### config.mk
export PLATFORM = sky130hd
export DESIGN_NAME = mult_div_unit
export DESIGN_NICKNAME = d
export VERILOG_FILES = /design/src/rtl/mult_div_unit.sv
export SDC_FILE = /design/constraint.sdc
export NUM_CORES = 1
export LEC_CHECK = 0
export ABC_AREA = 0
export BUFFER_PORTS_ARGS = -buffer_cell sky130_fd_sc_hd__buf_2
export CAP_MARGIN = 20
export CORE_MARGIN = 3
export CORE_UTILIZATION = 40
export CTS_BUF_LIST = sky130_fd_sc_hd__clkbuf_2 sky130_fd_sc_hd__clkbuf_4 sky130_fd_sc_hd__clkbuf_8
export DETAILED_ROUTE_END_ITERATION = 16
export PLACE_DENSITY = 0.64
export SETUP_SLACK_MARGIN = 0.15
export SLEW_MARGIN = 15
export SYNTH_ARGS = -nofsm -noshare
export SYNTH_HDL_FRONTEND = slang
export SYNTH_SLANG_ARGS = --single-unit
### constraint.sdc
create_clock -name clk -period 5.85 [get_ports clk]
set_clock_uncertainty 0.1 [all_clocks]
set_input_delay 0.585 -clock clk [delete_from_list [all_inputs] [get_ports clk]]
set_output_delay 0.585 -clock clk [all_outputs]
set_load 0.01 [all_outputs]
### src/rtl/mult_div_unit.sv
// mult_div_unit: iterative radix-2 multiply/divide unit with architectural HI/LO registers.
// Signed operations run on magnitudes and apply the sign correction in the FIX cycle.
module mult_div_unit #(
  parameter int WIDTH = 32
) (
  input  logic             clk,
  input  logic             reset,
  input  logic             start,
  input  logic [1:0]       op,
  input  logic [WIDTH-1:0] a,
  input  logic [WIDTH-1:0] b,
  input  logic             hi_we,
  input  logic             lo_we,
  input  logic [WIDTH-1:0] wdata,
  output logic             busy,
  output logic             done,
  output logic             div0,
  output logic [WIDTH-1:0] hi,
  output logic [WIDTH-1:0] lo
);
  localparam int CW = $clog2(WIDTH);
  typedef enum logic [1:0] {IDLE, CALC, FIX} state_t;
  state_t state_q, state_d;
  logic [1:0] op_q;
  logic [WIDTH-1:0] acc_q, q_q, m_q, hi_q, lo_q;
  logic [CW-1:0] cnt_q;
  logic neg_q, rneg_q, bz_q, done_q, div0_q;
  logic [WIDTH-1:0] ma, mb, acc_d, q_d, quo, rem;
  logic [WIDTH:0] sum, sh, diff;
  logic [2*WIDTH-1:0] prod;
  logic accept, last;
  always_comb begin
    accept = state_q == IDLE && start;
    last = cnt_q == CW'(WIDTH - 1);
    state_d = state_q == IDLE ? (start ? CALC : IDLE) : state_q == CALC ? (last ? FIX : CALC) : IDLE;
    ma = op[0] && a[WIDTH-1] ? -a : a;
    mb = op[0] && b[WIDTH-1] ? -b : b;
    sum = {1'b0, acc_q} + {1'b0, m_q};
    sh = {acc_q, q_q[WIDTH-1]};
    diff = sh - {1'b0, m_q};
    // divide: restoring subtract of m from the shifted remainder; multiply: shift-add right
    acc_d = op_q[1] ? (diff[WIDTH] ? sh[WIDTH-1:0] : diff[WIDTH-1:0])
                    : (q_q[0] ? sum[WIDTH:1] : {1'b0, acc_q[WIDTH-1:1]});
    q_d = op_q[1] ? {q_q[WIDTH-2:0], ~diff[WIDTH]} : {q_q[0] ? sum[0] : acc_q[0], q_q[WIDTH-1:1]};
    prod = neg_q ? -{acc_q, q_q} : {acc_q, q_q};
    quo = bz_q ? '1 : neg_q ? -q_q : q_q;
    rem = rneg_q ? -acc_q : acc_q;
  end
  always_ff @(posedge clk) begin
    if (reset) begin
      state_q <= IDLE;
      done_q <= 1'b0;
      div0_q <= 1'b0;
      hi_q <= '0;
      lo_q <= '0;
      cnt_q <= '0;
    end else begin
      state_q <= state_d;
      done_q <= state_q == FIX;
      cnt_q <= state_q == CALC ? cnt_q + CW'(1) : '0;
      if (accept) begin
        op_q <= op;
        acc_q <= '0;
        q_q <= op[1] ? ma : mb;
        m_q <= op[1] ? mb : ma;
        neg_q <= op[0] & (a[WIDTH-1] ^ b[WIDTH-1]);
        rneg_q <= op[0] & a[WIDTH-1];
        bz_q <= b == '0;
      end else if (state_q == CALC) begin
        acc_q <= acc_d;
        q_q <= q_d;
      end
      if (state_q == IDLE && hi_we) hi_q <= wdata;
      if (state_q == IDLE && lo_we) lo_q <= wdata;
      if (state_q == FIX) begin
        hi_q <= op_q[1] ? rem : prod[2*WIDTH-1:WIDTH];
        lo_q <= op_q[1] ? quo : prod[WIDTH-1:0];
        div0_q <= op_q[1] & bz_q;
      end
    end
  end
  assign busy = state_q != IDLE;
  assign done = done_q;
  assign div0 = div0_q;
  assign hi = hi_q;
  assign lo = lo_q;
endmodule

==> impl_metrics.xml, run 1 <==
<?xml version="1.0" encoding="UTF-8"?>
<metrics>
  <group name="placed_design">
    <metric name="portBuffers" unit="">169</metric>
    <metric name="gpl.final_weighted_congestion" unit="">0.985</metric>
    <metric name="place_area" unit="um^2">16000</metric>
    <metric name="hpwlAfterDp" unit="mm">40.3</metric>
  </group>
  <group name="drt">
    <metric name="ant_nets" unit="">0</metric>
    <metric name="wl" unit="mm">52.4</metric>
    <metric name="post_route_drc_violation_count" unit="">0</metric>
    <metric name="detail_route.iter0.violations" unit="">1467</metric>
    <metric name="vias_per_cell" unit="">6.10</metric>
    <metric name="vias" unit="">14500</metric>
    <metric name="dr.pass1.iters" unit="">5</metric>
    <metric name="routedWlPerCell" unit="um">22.0</metric>
  </group>
  <group name="critical_path">
    <metric name="worstSetupStartpointType" unit="">register</metric>
    <metric name="regToRegSetupSlack" unit="ns">1.45</metric>
    <metric name="end_kind" unit="">register</metric>
    <metric name="peak_fanout_along_the_critical_path" unit="">24</metric>
    <metric name="worst-endpoint-arrival" unit="ns">4.65</metric>
    <metric name="type_of_the_worst_setup_path" unit="">register to register</metric>
    <metric name="worst_path_required" unit="ns">6.09</metric>
  </group>
  <group name="worst_hold_path">
    <metric name="worstHoldPathType" unit="">input port to register</metric>
  </group>
  <group name="synthesis">
    <metric name="synth_sequential_area_ratio" unit="%">30.1</metric>
    <metric name="synthFlopType" unit="">sky130_fd_sc_hd__edfxtp_1</metric>
    <metric name="syn_area" unit="um^2">14800</metric>
    <metric name="synthesis.nets" unit="">1979</metric>
    <metric name="ys_types" unit="">88</metric>
    <metric name="synthDominantCellAreaShare" unit="%">20.3</metric>
    <metric name="synth_edf_count" unit="">100</metric>
    <metric name="synthesized_area_per_cell" unit="um^2">8.22</metric>
    <metric name="synthTopCellsByCount" unit="">sky130_fd_sc_hd__nor2_1 (206), sky130_fd_sc_hd__nand2_1 (173), sky130_fd_sc_hd__a21oi_1 (169), sky130_fd_sc_hd__xnor2_1 (102), sky130_fd_sc_hd__edfxtp_1 (100)</metric>
    <metric name="ranking_of_synthesized_cells_by_area" unit="">sky130_fd_sc_hd__edfxtp_1 (20%), sky130_fd_sc_hd__dfxtp_1 (9.9%), sky130_fd_sc_hd__mux2i_1 (6.1%)</metric>
    <metric name="yosysWarningCount" unit="">0</metric>
    <metric name="yosys_register_bits" unit="">173</metric>
    <metric name="synthMostInstantiatedCell" unit="">sky130_fd_sc_hd__nor2_1</metric>
    <metric name="asyncSetResetFlopFracSynth" unit="%">0</metric>
    <metric name="yosys.area.top_type" unit="">sky130_fd_sc_hd__edfxtp_1</metric>
    <metric name="netlist_instances" unit="">1804</metric>
  </group>
  <group name="pwr">
    <metric name="static-leakage-power" unit="uW">0.00665</metric>
    <metric name="vdd_ir_drop_max" unit="V">0.000171</metric>
    <metric name="power_report.internal_total" unit="uW">2470</metric>
    <metric name="comb_power_share" unit="%">39.4</metric>
    <metric name="power.switching" unit="uW">1740</metric>
    <metric name="clk_network_pwr_share" unit="%">22.0</metric>
    <metric name="switching_share" unit="%">41.3</metric>
    <metric name="total_power_per_unit_cell_area" unit="nW/um^2">256</metric>
    <metric name="share_seq_of_total_power" unit="%">38.6</metric>
  </group>
  <group name="sta">
    <metric name="tightest_slew" unit="ns">1.01</metric>
    <metric name="slew-limit-headroom" unit="%">32.8</metric>
    <metric name="setup-tns-final" unit="ns">0</metric>
    <metric name="setup-violations-final" unit="">0</metric>
    <metric name="finalCriticalPeriod" unit="ns">4.40</metric>
    <metric name="rsz_0062_raised_after_global_routing" unit="">false</metric>
    <metric name="period_share" unit="%">75.3</metric>
    <metric name="hold_viol_final" unit="">0</metric>
    <metric name="fmax" unit="GHz">0.227</metric>
    <metric name="timing.final.max_slew_violations" unit="">0</metric>
  </group>
  <group name="die">
    <metric name="dieHeight" unit="um">199</metric>
    <metric name="die_width" unit="um">199</metric>
    <metric name="io_pins" unit="">170</metric>
    <metric name="coreArea" unit="um^2">36100</metric>
    <metric name="std_cell_rows" unit="">69</metric>
    <metric name="fp.dieArea" unit="um^2">39400</metric>
    <metric name="start_util" unit="%">41.1</metric>
  </group>
  <group name="clock_tree">
    <metric name="cts-buffers-inserted" unit="">17</metric>
    <metric name="setup_repair_bufs_after_cts" unit="">0</metric>
    <metric name="cts_tree" unit="">done</metric>
    <metric name="ctsHtreeMaxLevel" unit="">4</metric>
    <metric name="clock_tree.buffer_depth" unit="">2</metric>
    <metric name="clock_latency_of_the_later_clocked_register_in_the_worst_skew_pair" unit="ns">0.49</metric>
    <metric name="cts_root_buffer" unit="">sky130_fd_sc_hd__clkbuf_8</metric>
    <metric name="cts.sinks" unit="">173</metric>
    <metric name="postCtsHoldBufs" unit="">0</metric>
    <metric name="postCtsResizedCells" unit="">0</metric>
    <metric name="cts.reportedPaths.clkPinSlew" unit="ns">0.11</metric>
  </group>
  <group name="global_routing">
    <metric name="grt_pass1_wl" unit="mm">79.7</metric>
    <metric name="global_route_usage_sum" unit="%">25.9</metric>
    <metric name="grt_pass1_vias" unit="">13700</metric>
    <metric name="antenna_found_initial" unit="">0</metric>
    <metric name="maximum_number_of_pins_on_one_net_before_global_route_repair" unit="">108</metric>
    <metric name="gr-total-overflow" unit="">0</metric>
  </group>
  <group name="cells_and_area">
    <metric name="diodes" unit="">0</metric>
    <metric name="final_layout_size_suffix_gt1_share" unit="%">14.3</metric>
    <metric name="layout-area-overhead-vs-synth" unit="%">10.8</metric>
    <metric name="finalInstanceArea" unit="um^2">16400</metric>
    <metric name="fin_nets" unit="">2076</metric>
  </group>
  <group name="outcome">
    <metric name="status" unit="">finished, final reports clean</metric>
  </group>
  <group name="job">
    <metric name="drv.max_cap_violation_count" unit="">0</metric>
  </group>
</metrics>
-- kinds of logic (layout without fill, tap and decap cells) --
group,after synthesis,in the layout,synth area share [%]
muxes,104,104,7.14
and+or+nand+nor,584,584,18.8
AOI/OAI and AO/OA,530,530,23.1
xor gates and xnor gates,172,172,10.2
adders and majority gates,72,72,6.18
DFF,173,173,30.1
buffers and inverters,169,279,4.46
-- state kept, by name (all words and copies together) (netlist names), 2 cells and up --
| signal | cells |
|---|---|
| m_q | 32 |
| q_q | 32 |
| state_q | 2 |
| cnt_q | 5 |
| hi | 32 |
| acc_q | 32 |
| lo | 32 |
-- per-layer routing --
layer  share of wire [%]  global-route usage, %  wire length, um  vias to the layer above
met3                 7.0                   2.71             3650                       81
met5                   0                      0                0                        -
met1                  44                   36.9            23200                     6971
li1                    -                      -                -                     6821
met4                 3.0                   8.07             1590                        0
met2                  46                   41.4            23900                      614
-- worst max-delay path, stage by stage, from the launching register on --
cell and delay [ns]:
sky130_fd_sc_hd__edfxtp_1 0.58, sky130_fd_sc_hd__ha_1 0.45, sky130_fd_sc_hd__a21oi_1 0.26, sky130_fd_sc_hd__nand2b_1 0.11, sky130_fd_sc_hd__o21ai_0 0.50, sky130_fd_sc_hd__nand2_1 0.24
sky130_fd_sc_hd__o21a_1 0.24, sky130_fd_sc_hd__o21ai_0 0.19, sky130_fd_sc_hd__and2_2 0.61, sky130_fd_sc_hd__buf_4 0.42, sky130_fd_sc_hd__mux2_2 0.38, sky130_fd_sc_hd__a21oi_1 0.16
-- cell usage in the layout, fill, tap and decap left out, types with 14 or more instances in the layout --
cell type,instances
sky130_fd_sc_hd__nor2_1,203
sky130_fd_sc_hd__inv_1,60
sky130_fd_sc_hd__nand4_1,16
sky130_fd_sc_hd__ha_1,70
sky130_fd_sc_hd__mux2i_1,90
sky130_fd_sc_hd__dfxtp_1,73
sky130_fd_sc_hd__mux2_2,14
sky130_fd_sc_hd__nor4_1,14
sky130_fd_sc_hd__o22ai_1,14
sky130_fd_sc_hd__xnor2_1,102
sky130_fd_sc_hd__clkbuf_8,17
sky130_fd_sc_hd__buf_2,169
sky130_fd_sc_hd__a21o_1,28
sky130_fd_sc_hd__a311oi_1,31
sky130_fd_sc_hd__o31ai_1,20
sky130_fd_sc_hd__xor2_1,70
sky130_fd_sc_hd__edfxtp_1,100
sky130_fd_sc_hd__nand3_1,24
sky130_fd_sc_hd__or3_1,18
sky130_fd_sc_hd__nand2b_1,17
sky130_fd_sc_hd__a221oi_1,14
sky130_fd_sc_hd__nor3_1,26
sky130_fd_sc_hd__a31oi_1,24
sky130_fd_sc_hd__buf_4,15
sky130_fd_sc_hd__o21ai_0,98
sky130_fd_sc_hd__nand2_1,172
sky130_fd_sc_hd__a21oi_1,169
sky130_fd_sc_hd__a211oi_1,35
sky130_fd_sc_hd__and2_1,14
-- cell type report --
class,count,area (um^2)
sequential,173,4460
tap,461,577
timing repair buffer,186,998
fill,3615,19700
inverter,61,229
multi-input combinational,1462,9740
clock inverter,15,193
clock buffer,17,234
-- worst paths after layout --
path                            cells past startpoint  endpoint      start
worst max-delay path                               11  acc_q[0]   acc_q[4]
worst min-delay path                                3    lo[19]  wdata[19]
worst max register to register                     11  acc_q[0]   acc_q[4]
worst min register to register                      1  cnt_q[0]   cnt_q[0]
-- power groups by stage --
stage | registers (uW) | logic, uW | clock network (uW)
final | 1630 | 1660 | 926
after global routing | 1640 | 1810 | 971
after CTS | 1620 | 1630 | 936
after detailed placement | 1650 | 1620 | 0
after global placement | 1640 | 1610 | 0
after floorplan | 1590 | 1170 | 0
-- through the flow --
| stage | total power (uW) | setup slack [ns] | std cells | hold slack (ns) | utilization, % |
|---|---|---|---|---|---|
| CTS | 4190 | 1.56 | 2375 | 0.265 | 45.5 |
| floorplan | 2760 | 1.44 | 1804 | 0.318 | - |
| detailed placement | 3270 | 1.59 | 2343 | 0.337 | 44.3 |
| global placement | 3250 | 1.72 | 2342 | 0.332 | 44.3 |
| finish | 4210 | 1.45 | 2375 | 0.276 | 45.5 |
| global route | 4420 | 1.23 | 2375 | 0.262 | 45.5 |
(Power assumes the default switching activity.)
==> run 2: changes to the inputs <==
--- a/config.mk
+++ b/config.mk
@@ -5,7 +5,7 @@
 export SDC_FILE = /design/constraint.sdc
 export NUM_CORES = 1
 export LEC_CHECK = 0
-export ABC_AREA = 0
+export ABC_AREA = 1
 export BUFFER_PORTS_ARGS = -buffer_cell sky130_fd_sc_hd__buf_2
 export CAP_MARGIN = 20
 export CORE_MARGIN = 3
==> constraint.sdc (replaced) <==
create_clock -name clk -period 4 [get_ports clk]
set_clock_uncertainty 0.1 [all_clocks]
set_input_delay 0.4 -clock clk [delete_from_list [all_inputs] [get_ports clk]]
set_output_delay 0.4 -clock clk [all_outputs]
set_load 0.01 [all_outputs]
==> impl_metrics.xml, run 2 <==
<?xml version="1.0" encoding="UTF-8"?>
<metrics>
  <group name="die">
    <metric name="dieHeight" unit="um">216</metric>
    <metric name="coreArea" unit="um^2">43300</metric>
    <metric name="start_util" unit="%">40.6</metric>
    <metric name="std_cell_rows" unit="">76</metric>
    <metric name="fp.dieArea" unit="um^2">46500</metric>
    <metric name="die_width" unit="um">216</metric>
    <metric name="io_pins" unit="">170</metric>
  </group>
  <group name="cells_and_area">
    <metric name="layout.cells.most_common" unit="">sky130_fd_sc_hd__nand2_1</metric>
    <metric name="diodes" unit="">0</metric>
    <metric name="fillCellCount" unit="">4763</metric>
    <metric name="multiInputGateArea" unit="um^2">11100</metric>
    <metric name="layout-area-overhead-vs-synth" unit="%">10.9</metric>
    <metric name="final_layout_size_suffix_gt1_share" unit="%">9.18</metric>
    <metric name="layout.cells.most_common_list" unit="">sky130_fd_sc_hd__nand2_1 (931), sky130_fd_sc_hd__inv_1 (422), sky130_fd_sc_hd__nor2_1 (275)</metric>
    <metric name="sequential_cell_area" unit="um^2">4460</metric>
    <metric name="fin_nets" unit="">3280</metric>
  </group>
  <group name="clock_tree">
    <metric name="cts.reportedPaths.clkPinSlew" unit="ns">0.11</metric>
    <metric name="cts-buffers-inserted" unit="">17</metric>
    <metric name="postCtsHoldBufs" unit="">2</metric>
    <metric name="cts.sinks" unit="">173</metric>
    <metric name="postCtsResizedCells" unit="">0</metric>
    <metric name="setup_repair_bufs_after_cts" unit="">0</metric>
    <metric name="cts_tree" unit="">done</metric>
    <metric name="ctsHtreeMaxLevel" unit="">4</metric>
    <metric name="cts_root_buffer" unit="">sky130_fd_sc_hd__clkbuf_8</metric>
    <metric name="clock_tree.buffer_depth" unit="">2</metric>
    <metric name="clock_latency_of_the_later_clocked_register_in_the_worst_skew_pair" unit="ns">0.57</metric>
  </group>
  <group name="synthesis">
    <metric name="synthFlopType" unit="">sky130_fd_sc_hd__edfxtp_1</metric>
    <metric name="netlist_instances" unit="">2983</metric>
    <metric name="asyncSetResetFlopFracSynth" unit="%">0</metric>
    <metric name="ranking_of_synthesized_cells_by_area" unit="">sky130_fd_sc_hd__nand2_1 (20%), sky130_fd_sc_hd__edfxtp_1 (17%), sky130_fd_sc_hd__inv_1 (9.0%)</metric>
    <metric name="synth_edf_count" unit="">100</metric>
    <metric name="yosys.area.top_type" unit="">sky130_fd_sc_hd__nand2_1</metric>
    <metric name="yosys_register_bits" unit="">173</metric>
    <metric name="synthMostInstantiatedCell" unit="">sky130_fd_sc_hd__nand2_1</metric>
    <metric name="syn_area" unit="um^2">17600</metric>
    <metric name="yosysWarningCount" unit="">0</metric>
    <metric name="synthesized_area_per_cell" unit="um^2">5.90</metric>
    <metric name="synthDominantCellAreaShare" unit="%">19.9</metric>
    <metric name="synthTopCellsByCount" unit="">sky130_fd_sc_hd__nand2_1 (931), sky130_fd_sc_hd__inv_1 (423), sky130_fd_sc_hd__nor2_1 (277), sky130_fd_sc_hd__nand3_1 (258), sky130_fd_sc_hd__a21oi_1 (227)</metric>
    <metric name="synthesis.nets" unit="">3158</metric>
    <metric name="ys_types" unit="">53</metric>
    <metric name="synth_sequential_area_ratio" unit="%">25.4</metric>
  </group>
  <group name="critical_path">
    <metric name="worstSetupStartpointType" unit="">register</metric>
    <metric name="worst-endpoint-arrival" unit="ns">3.61</metric>
    <metric name="end_kind" unit="">register</metric>
    <metric name="worst_path_required" unit="ns">4.23</metric>
    <metric name="timing.critical_path.slowest_stage_cell" unit="">sky130_fd_sc_hd__nand2_2</metric>
    <metric name="cpMostUsedCell" unit="">sky130_fd_sc_hd__nand2_1</metric>
    <metric name="worst-r2r-cell-count" unit="">17</metric>
    <metric name="critPathTopFamily" unit="">simple AND/OR/NAND/NOR gates</metric>
    <metric name="critical_path.cell_chain" unit="">inv_1 -&gt; ha_1 -&gt; fa_1 -&gt; inv_1 -&gt; nand2_1 -&gt; nand2_1 -&gt; nand3_1 -&gt; nand2_1 -&gt; nand2_1 -&gt; nand2_2 -&gt; nand2_2 -&gt; nand2_2 -&gt; nand2_1 -&gt; nand2_2 -&gt; o21ai_0 -&gt; o21ai_1 -&gt; inv_1</metric>
    <metric name="peak_fanout_along_the_critical_path" unit="">31</metric>
    <metric name="regToRegSetupSlack" unit="ns">0.62</metric>
    <metric name="worst_path_largest_cell_delay" unit="ns">0.54</metric>
    <metric name="rr_endpoint" unit="">acc_q[4]</metric>
    <metric name="regToRegStartpoint" unit="">q_q[31]</metric>
    <metric name="type_of_the_worst_setup_path" unit="">register to register</metric>
    <metric name="cp_bufs_invs" unit="">3</metric>
  </group>
  <group name="placed_design">
    <metric name="hpwlAfterDp" unit="mm">63.4</metric>
    <metric name="detailedPlace.worstSlack" unit="ns">0.748</metric>
    <metric name="gpl.final_weighted_congestion" unit="">1.04</metric>
    <metric name="portBuffers" unit="">169</metric>
  </group>
  <group name="drt">
    <metric name="vias_per_cell" unit="">5.50</metric>
    <metric name="post_route_drc_violation_count" unit="">0</metric>
    <metric name="dr.pass1.iters" unit="">8</metric>
    <metric name="detail_route.iter0.violations" unit="">2398</metric>
    <metric name="vias" unit="">20300</metric>
    <metric name="wl" unit="mm">78.1</metric>
    <metric name="routedWlPerCell" unit="um">21.1</metric>
    <metric name="ant_nets" unit="">0</metric>
  </group>
  <group name="pwr">
    <metric name="design_power_total" unit="uW">6600</metric>
    <metric name="static-leakage-power" unit="uW">0.00972</metric>
    <metric name="total_power_per_unit_cell_area" unit="nW/um^2">338</metric>
    <metric name="vdd_ir_drop_max" unit="V">0.000293</metric>
  </group>
  <group name="sta">
    <metric name="period_share" unit="%">84.6</metric>
    <metric name="final.setup.worst_slack" unit="ns">0.616</metric>
    <metric name="timing.final.max_slew_violations" unit="">0</metric>
    <metric name="finalCriticalPeriod" unit="ns">3.38</metric>
    <metric name="setup-violations-final" unit="">0</metric>
    <metric name="fmax" unit="GHz">0.296</metric>
    <metric name="rsz_0062_raised_after_global_routing" unit="">false</metric>
    <metric name="slew-limit-headroom" unit="%">31.1</metric>
    <metric name="tightest_slew" unit="ns">1.02</metric>
    <metric name="setup-tns-final" unit="ns">0</metric>
    <metric name="hold_viol_final" unit="">0</metric>
  </group>
  <group name="global_routing">
    <metric name="global_route_usage_sum" unit="%">32.7</metric>
    <metric name="grt_pass1_vias" unit="">18600</metric>
    <metric name="antenna_found_initial" unit="">1</metric>
    <metric name="grt_pass1_wl" unit="mm">115</metric>
    <metric name="gr-total-overflow" unit="">0</metric>
    <metric name="maximum_number_of_pins_on_one_net_before_global_route_repair" unit="">84</metric>
  </group>
  <group name="worst_hold_path">
    <metric name="hold_path.startpoint" unit="">wdata[14]</metric>
    <metric name="worstHoldPathType" unit="">input port to register</metric>
    <metric name="hold-path-endpoint" unit="">lo[14]</metric>
    <metric name="min_path_cells" unit="">3</metric>
  </group>
  <group name="outcome">
    <metric name="status" unit="">finished, final reports clean</metric>
  </group>
  <group name="job">
    <metric name="drv.max_cap_violation_count" unit="">0</metric>
  </group>
</metrics>
==> run 2: cell count changes after synthesis, moves of 20 or more <==
| cell | delta |
|---|---|
| sky130_fd_sc_hd__a311oi_1 | -31 |
| sky130_fd_sc_hd__nand4_1 | +20 |
| sky130_fd_sc_hd__xnor2_1 | -94 |
| sky130_fd_sc_hd__nand2_1 | +758 |
| sky130_fd_sc_hd__o21ai_0 | +124 |
| sky130_fd_sc_hd__nand3_1 | +234 |
| sky130_fd_sc_hd__a21o_1 | -24 |
| sky130_fd_sc_hd__inv_1 | +363 |
| sky130_fd_sc_hd__a211oi_1 | -34 |
| sky130_fd_sc_hd__nor2_1 | +71 |
| sky130_fd_sc_hd__clkbuf_1 | -26 |
| sky130_fd_sc_hd__a21oi_1 | +58 |
| sky130_fd_sc_hd__mux2i_1 | -90 |
==> run 2: power breakdown <==
part           internal (uW)  switching, uW  leakage [uW]
Combinational            852           1960       0.00794
Clock                    692            773      0.000225
Sequential              2100            216       0.00156
Total                   3640           2950       0.00972
==> run 2: area by class of cell <==
| type | count | area share (%) |
|---|---|---|
| clock buffer | 17 | 1.20 |
| clock inverter | 13 | 1.04 |
| inverter | 433 | 8.33 |
| sequential | 173 | 22.9 |
| multi-input combinational | 2278 | 56.8 |
| timing repair buffer | 202 | 5.96 |
| tap | 585 | 3.75 |
==> run 2: through the flow <==
step	utilization (%)	cell area, um^2	hold WS, ns	std cells
after floorplan	-	17600	0.318	2983
after global placement	43.9	19000	0.333	3667
after detailed placement	43.9	19000	0.345	3667
after CTS	45.0	19500	0.00347	3699
after global routing	45.1	19500	0.0254	3701
final	45.1	19500	0.0319	3701
==> run 2: worst max-delay path by stage <==
stage,from,end,slack [ns],cells after the start
detailed placement,q_q[31],acc_q[4],0.75,17
floorplan,state_q[1],acc_q[0],1.01,4
finish,q_q[31],acc_q[4],0.62,17
CTS,q_q[31],acc_q[4],0.70,17
global placement,q_q[31],acc_q[1],0.74,17
global route,q_q[31],acc_q[3],0.37,17
==> run 2: kinds of logic (layout without fill, tap and decap cells) <==
kind of cell	Yosys count	count (layout)	share of synthesized area [%]
AND/OR/NAND/NOR	1587	1587	37.5
AO/OA/AOI/OAI	545	545	16.6
buffers and inverters	532	665	11.7
flip-flops	173	173	25.4
XOR/XNOR	74	74	3.69
adder cells (fa/ha/maj)	72	72	5.21
==> run 2: per-layer routing <==
metal / track usage (%) / vias up / wire length, um
met5: 0 / - / 0
met4: 10.8 / 0 / 2540
met3: 6.01 / 98 / 6520
met2: 50.9 / 833 / 34600
met1: 45.7 / 9503 / 34400
li1: - / 9907 / -
==> run 2: worst min-delay path, cell delays in order <==
cell	delay, ns
sky130_fd_sc_hd__buf_2	0.10
sky130_fd_sc_hd__nand2_1	0.09
sky130_fd_sc_hd__a31oi_1	0.08
==> run 3: changes to the inputs <==
--- a/config.mk
+++ b/config.mk
@@ -5,14 +5,14 @@
 export SDC_FILE = /design/constraint.sdc
 export NUM_CORES = 1
 export LEC_CHECK = 0
-export ABC_AREA = 1
+export ABC_AREA = 0
 export BUFFER_PORTS_ARGS = -buffer_cell sky130_fd_sc_hd__buf_2
 export CAP_MARGIN = 20
 export CORE_MARGIN = 3
 export CORE_UTILIZATION = 40
 export CTS_BUF_LIST = sky130_fd_sc_hd__clkbuf_2 sky130_fd_sc_hd__clkbuf_4 sky130_fd_sc_hd__clkbuf_8
 export DETAILED_ROUTE_END_ITERATION = 16
-export PLACE_DENSITY = 0.64
+export PLACE_DENSITY = 0.62
 export SETUP_SLACK_MARGIN = 0.15
 export SLEW_MARGIN = 15
 export SYNTH_ARGS = -nofsm -noshare
==> constraint.sdc (replaced) <==
create_clock -name clk -period 3.4 [get_ports clk]
set_clock_uncertainty 0.1 [all_clocks]
set_input_delay 0.34 -clock clk [delete_from_list [all_inputs] [get_ports clk]]
set_output_delay 0.34 -clock clk [all_outputs]
set_load 0.01 [all_outputs]
==> impl_metrics.xml, run 3 (synthesis results as in run 1) <==
<?xml version="1.0" encoding="UTF-8"?>
<metrics>
  <group name="clock_tree">
    <metric name="cts_tree" unit="">done</metric>
    <metric name="clock_latency_of_the_later_clocked_register_in_the_worst_skew_pair" unit="ns">0.49</metric>
    <metric name="ctsHtreeMaxLevel" unit="">4</metric>
    <metric name="cts_root_buffer" unit="">sky130_fd_sc_hd__clkbuf_8</metric>
    <metric name="clock_tree.buffer_depth" unit="">2</metric>
    <metric name="cts.sinks" unit="">173</metric>
    <metric name="cts-buffers-inserted" unit="">17</metric>
    <metric name="cts.reportedPaths.clkPinSlew" unit="ns">0.11</metric>
    <metric name="postCtsHoldBufs" unit="">0</metric>
  </group>
  <group name="global_routing">
    <metric name="global_route_usage_sum" unit="%">26.9</metric>
    <metric name="grt_pass1_vias" unit="">14200</metric>
    <metric name="antenna_found_initial" unit="">3</metric>
    <metric name="gr-total-overflow" unit="">0</metric>
    <metric name="maximum_number_of_pins_on_one_net_before_global_route_repair" unit="">70</metric>
    <metric name="grt_pass1_wl" unit="mm">82.3</metric>
  </group>
  <group name="cells_and_area">
    <metric name="layout.cells.most_common_list" unit="">sky130_fd_sc_hd__nor2_1 (202), sky130_fd_sc_hd__buf_2 (169), sky130_fd_sc_hd__nand2_1 (168)</metric>
    <metric name="final_layout_size_suffix_gt1_share" unit="%">23.9</metric>
    <metric name="fin_nets" unit="">2212</metric>
    <metric name="layout.cells.most_common" unit="">sky130_fd_sc_hd__nor2_1</metric>
    <metric name="layout-area-overhead-vs-synth" unit="%">21.9</metric>
    <metric name="fillCellCount" unit="">3449</metric>
    <metric name="finalInstanceArea" unit="um^2">18100</metric>
  </group>
  <group name="die">
    <metric name="die_width" unit="um">199</metric>
    <metric name="coreArea" unit="um^2">36100</metric>
    <metric name="io_pins" unit="">170</metric>
    <metric name="fp.dieArea" unit="um^2">39400</metric>
    <metric name="std_cell_rows" unit="">69</metric>
    <metric name="start_util" unit="%">41.1</metric>
    <metric name="dieHeight" unit="um">199</metric>
  </group>
  <group name="drt">
    <metric name="dr.pass1.iters" unit="">7</metric>
    <metric name="wl" unit="mm">55.8</metric>
    <metric name="routedWlPerCell" unit="um">22.2</metric>
    <metric name="post_route_drc_violation_count" unit="">0</metric>
    <metric name="detail_route.iter0.violations" unit="">1229</metric>
    <metric name="ant_nets" unit="">0</metric>
    <metric name="vias" unit="">15100</metric>
    <metric name="vias_per_cell" unit="">6.01</metric>
  </group>
  <group name="critical_path">
    <metric name="end_kind" unit="">register</metric>
    <metric name="worst_path_required" unit="ns">3.56</metric>
    <metric name="critical_path_origin" unit="">acc_q[0]</metric>
    <metric name="regToRegStartpoint" unit="">acc_q[0]</metric>
    <metric name="worstSetupStartpointType" unit="">register</metric>
    <metric name="type_of_the_worst_setup_path" unit="">register to register</metric>
    <metric name="cpMostUsedCell" unit="">sky130_fd_sc_hd__buf_4</metric>
    <metric name="worst-r2r-cell-count" unit="">12</metric>
    <metric name="critical_path.cell_chain" unit="">buf_4 -&gt; buf_4 -&gt; ha_1 -&gt; nor2b_2 -&gt; o2111ai_2 -&gt; nand2_2 -&gt; a211o_4 -&gt; a31oi_4 -&gt; nor2_1 -&gt; a221o_1 -&gt; xnor2_1 -&gt; a41o_1</metric>
    <metric name="peak_fanout_along_the_critical_path" unit="">4</metric>
    <metric name="timing.critical_path.slowest_stage_cell" unit="">sky130_fd_sc_hd__edfxtp_1</metric>
    <metric name="worst-endpoint-arrival" unit="ns">3.49</metric>
    <metric name="worst_path_largest_cell_delay" unit="ns">0.50</metric>
  </group>
  <group name="pwr">
    <metric name="comb_power_share" unit="%">46.4</metric>
    <metric name="static-leakage-power" unit="uW">0.00744</metric>
    <metric name="design_power_total" unit="uW">7820</metric>
    <metric name="clk_network_pwr_share" unit="%">19.6</metric>
    <metric name="switching_share" unit="%">39.8</metric>
    <metric name="total_power_per_unit_cell_area" unit="nW/um^2">433</metric>
    <metric name="share_seq_of_total_power" unit="%">34.0</metric>
    <metric name="vdd_ir_drop_max" unit="V">0.000305</metric>
    <metric name="power.switching" unit="uW">3110</metric>
    <metric name="power_report.internal_total" unit="uW">4710</metric>
  </group>
  <group name="worst_hold_path">
    <metric name="worstHoldPathType" unit="">input port to register</metric>
    <metric name="hold_path.startpoint" unit="">wdata[1]</metric>
    <metric name="min_path_cells" unit="">3</metric>
  </group>
  <group name="sta">
    <metric name="slew-limit-headroom" unit="%">33.6</metric>
    <metric name="hold_viol_final" unit="">0</metric>
    <metric name="fmax" unit="GHz">0.300</metric>
    <metric name="setup-tns-final" unit="ns">0</metric>
    <metric name="tightest_slew" unit="ns">0.995</metric>
    <metric name="period_share" unit="%">97.9</metric>
    <metric name="setup-violations-final" unit="">0</metric>
    <metric name="finalCriticalPeriod" unit="ns">3.33</metric>
    <metric name="rsz_0062_raised_after_global_routing" unit="">true</metric>
    <metric name="timing.final.max_slew_violations" unit="">0</metric>
  </group>
  <group name="job">
    <metric name="drv.max_cap_violation_count" unit="">0</metric>
  </group>
  <group name="outcome">
    <metric name="status" unit="">finished, final reports clean</metric>
  </group>
  <group name="placed_design">
    <metric name="gpl.final_weighted_congestion" unit="">0.956</metric>
    <metric name="hpwlAfterDp" unit="mm">43.1</metric>
    <metric name="portBuffers" unit="">169</metric>
    <metric name="place_area" unit="um^2">16900</metric>
  </group>
</metrics>
==> run 3: stage by stage <==
step	hold slack (ns)	worst slack (ns)	std cells	util [%]
final	0.0392	0.0719	2512	50.1
after detailed placement	0.345	-0.113	2450	46.7
after global placement	0.333	0.0413	2450	46.7
after CTS	0.0130	0.101	2485	48.1
after global routing	0.0297	-0.0197	2511	50.1
after floorplan	0.318	0.152	1804	-
==> run 3: timing repair <==
action,4_1_cts,5_1_grt
pin swaps,3,49
gates cloned,0,4
setup endpoints to repair,37,57
buffers inserted,3,22
gates resized for setup,22,89
==> run 3: layer usage <==
metal / vias to the layer above / GRT usage (%) / wire length [um]
met2: 593 / 44.0 / 25800
li1: 7104 / - / -
met4: 4 / 8.64 / 2050
met3: 113 / 4.12 / 3920
met1: 7293 / 36.8 / 24000
met5: - / 0 / 27
==> run 3: power by group through the flow <==
stage | clock network (uW) | registers, uW | logic, uW
final | 1530 | 2660 | 3630
after global routing | 1620 | 2680 | 3900
after CTS | 1550 | 2650 | 3290
after detailed placement | 0 | 2690 | 3240
after global placement | 0 | 2690 | 3210
after floorplan | 0 | 2720 | 2020
==> run 3: final cells by class <==
cell class	count	area [um^2]	area share [%]
Clock inverter	13	140	0.776
Tap cell	461	577	3.19
Multi-Input combinational cell	1462	10300	56.8
Clock buffer	19	249	1.38
Inverter	61	229	1.27
Timing Repair Buffer	322	2140	11.8
Antenna cell	1	2.50	0.0139
Sequential cell	173	4460	24.7
==> run 3: final timing paths <==
kind                to  slack (ns)
max          acc_q[31]        0.07
min reg2reg     hi[22]        0.36
min              lo[1]        0.04
max reg2reg  acc_q[31]        0.07
==> run 3: critical path: cells and delay by family, from the launching register on <==
family,cells,cell delay [ns]
fa+ha+maj,1,0.28
flops,1,0.50
xor+xnor,1,0.14
buf+inv,2,0.31
compound gates,5,1.40
simple gates,3,0.38
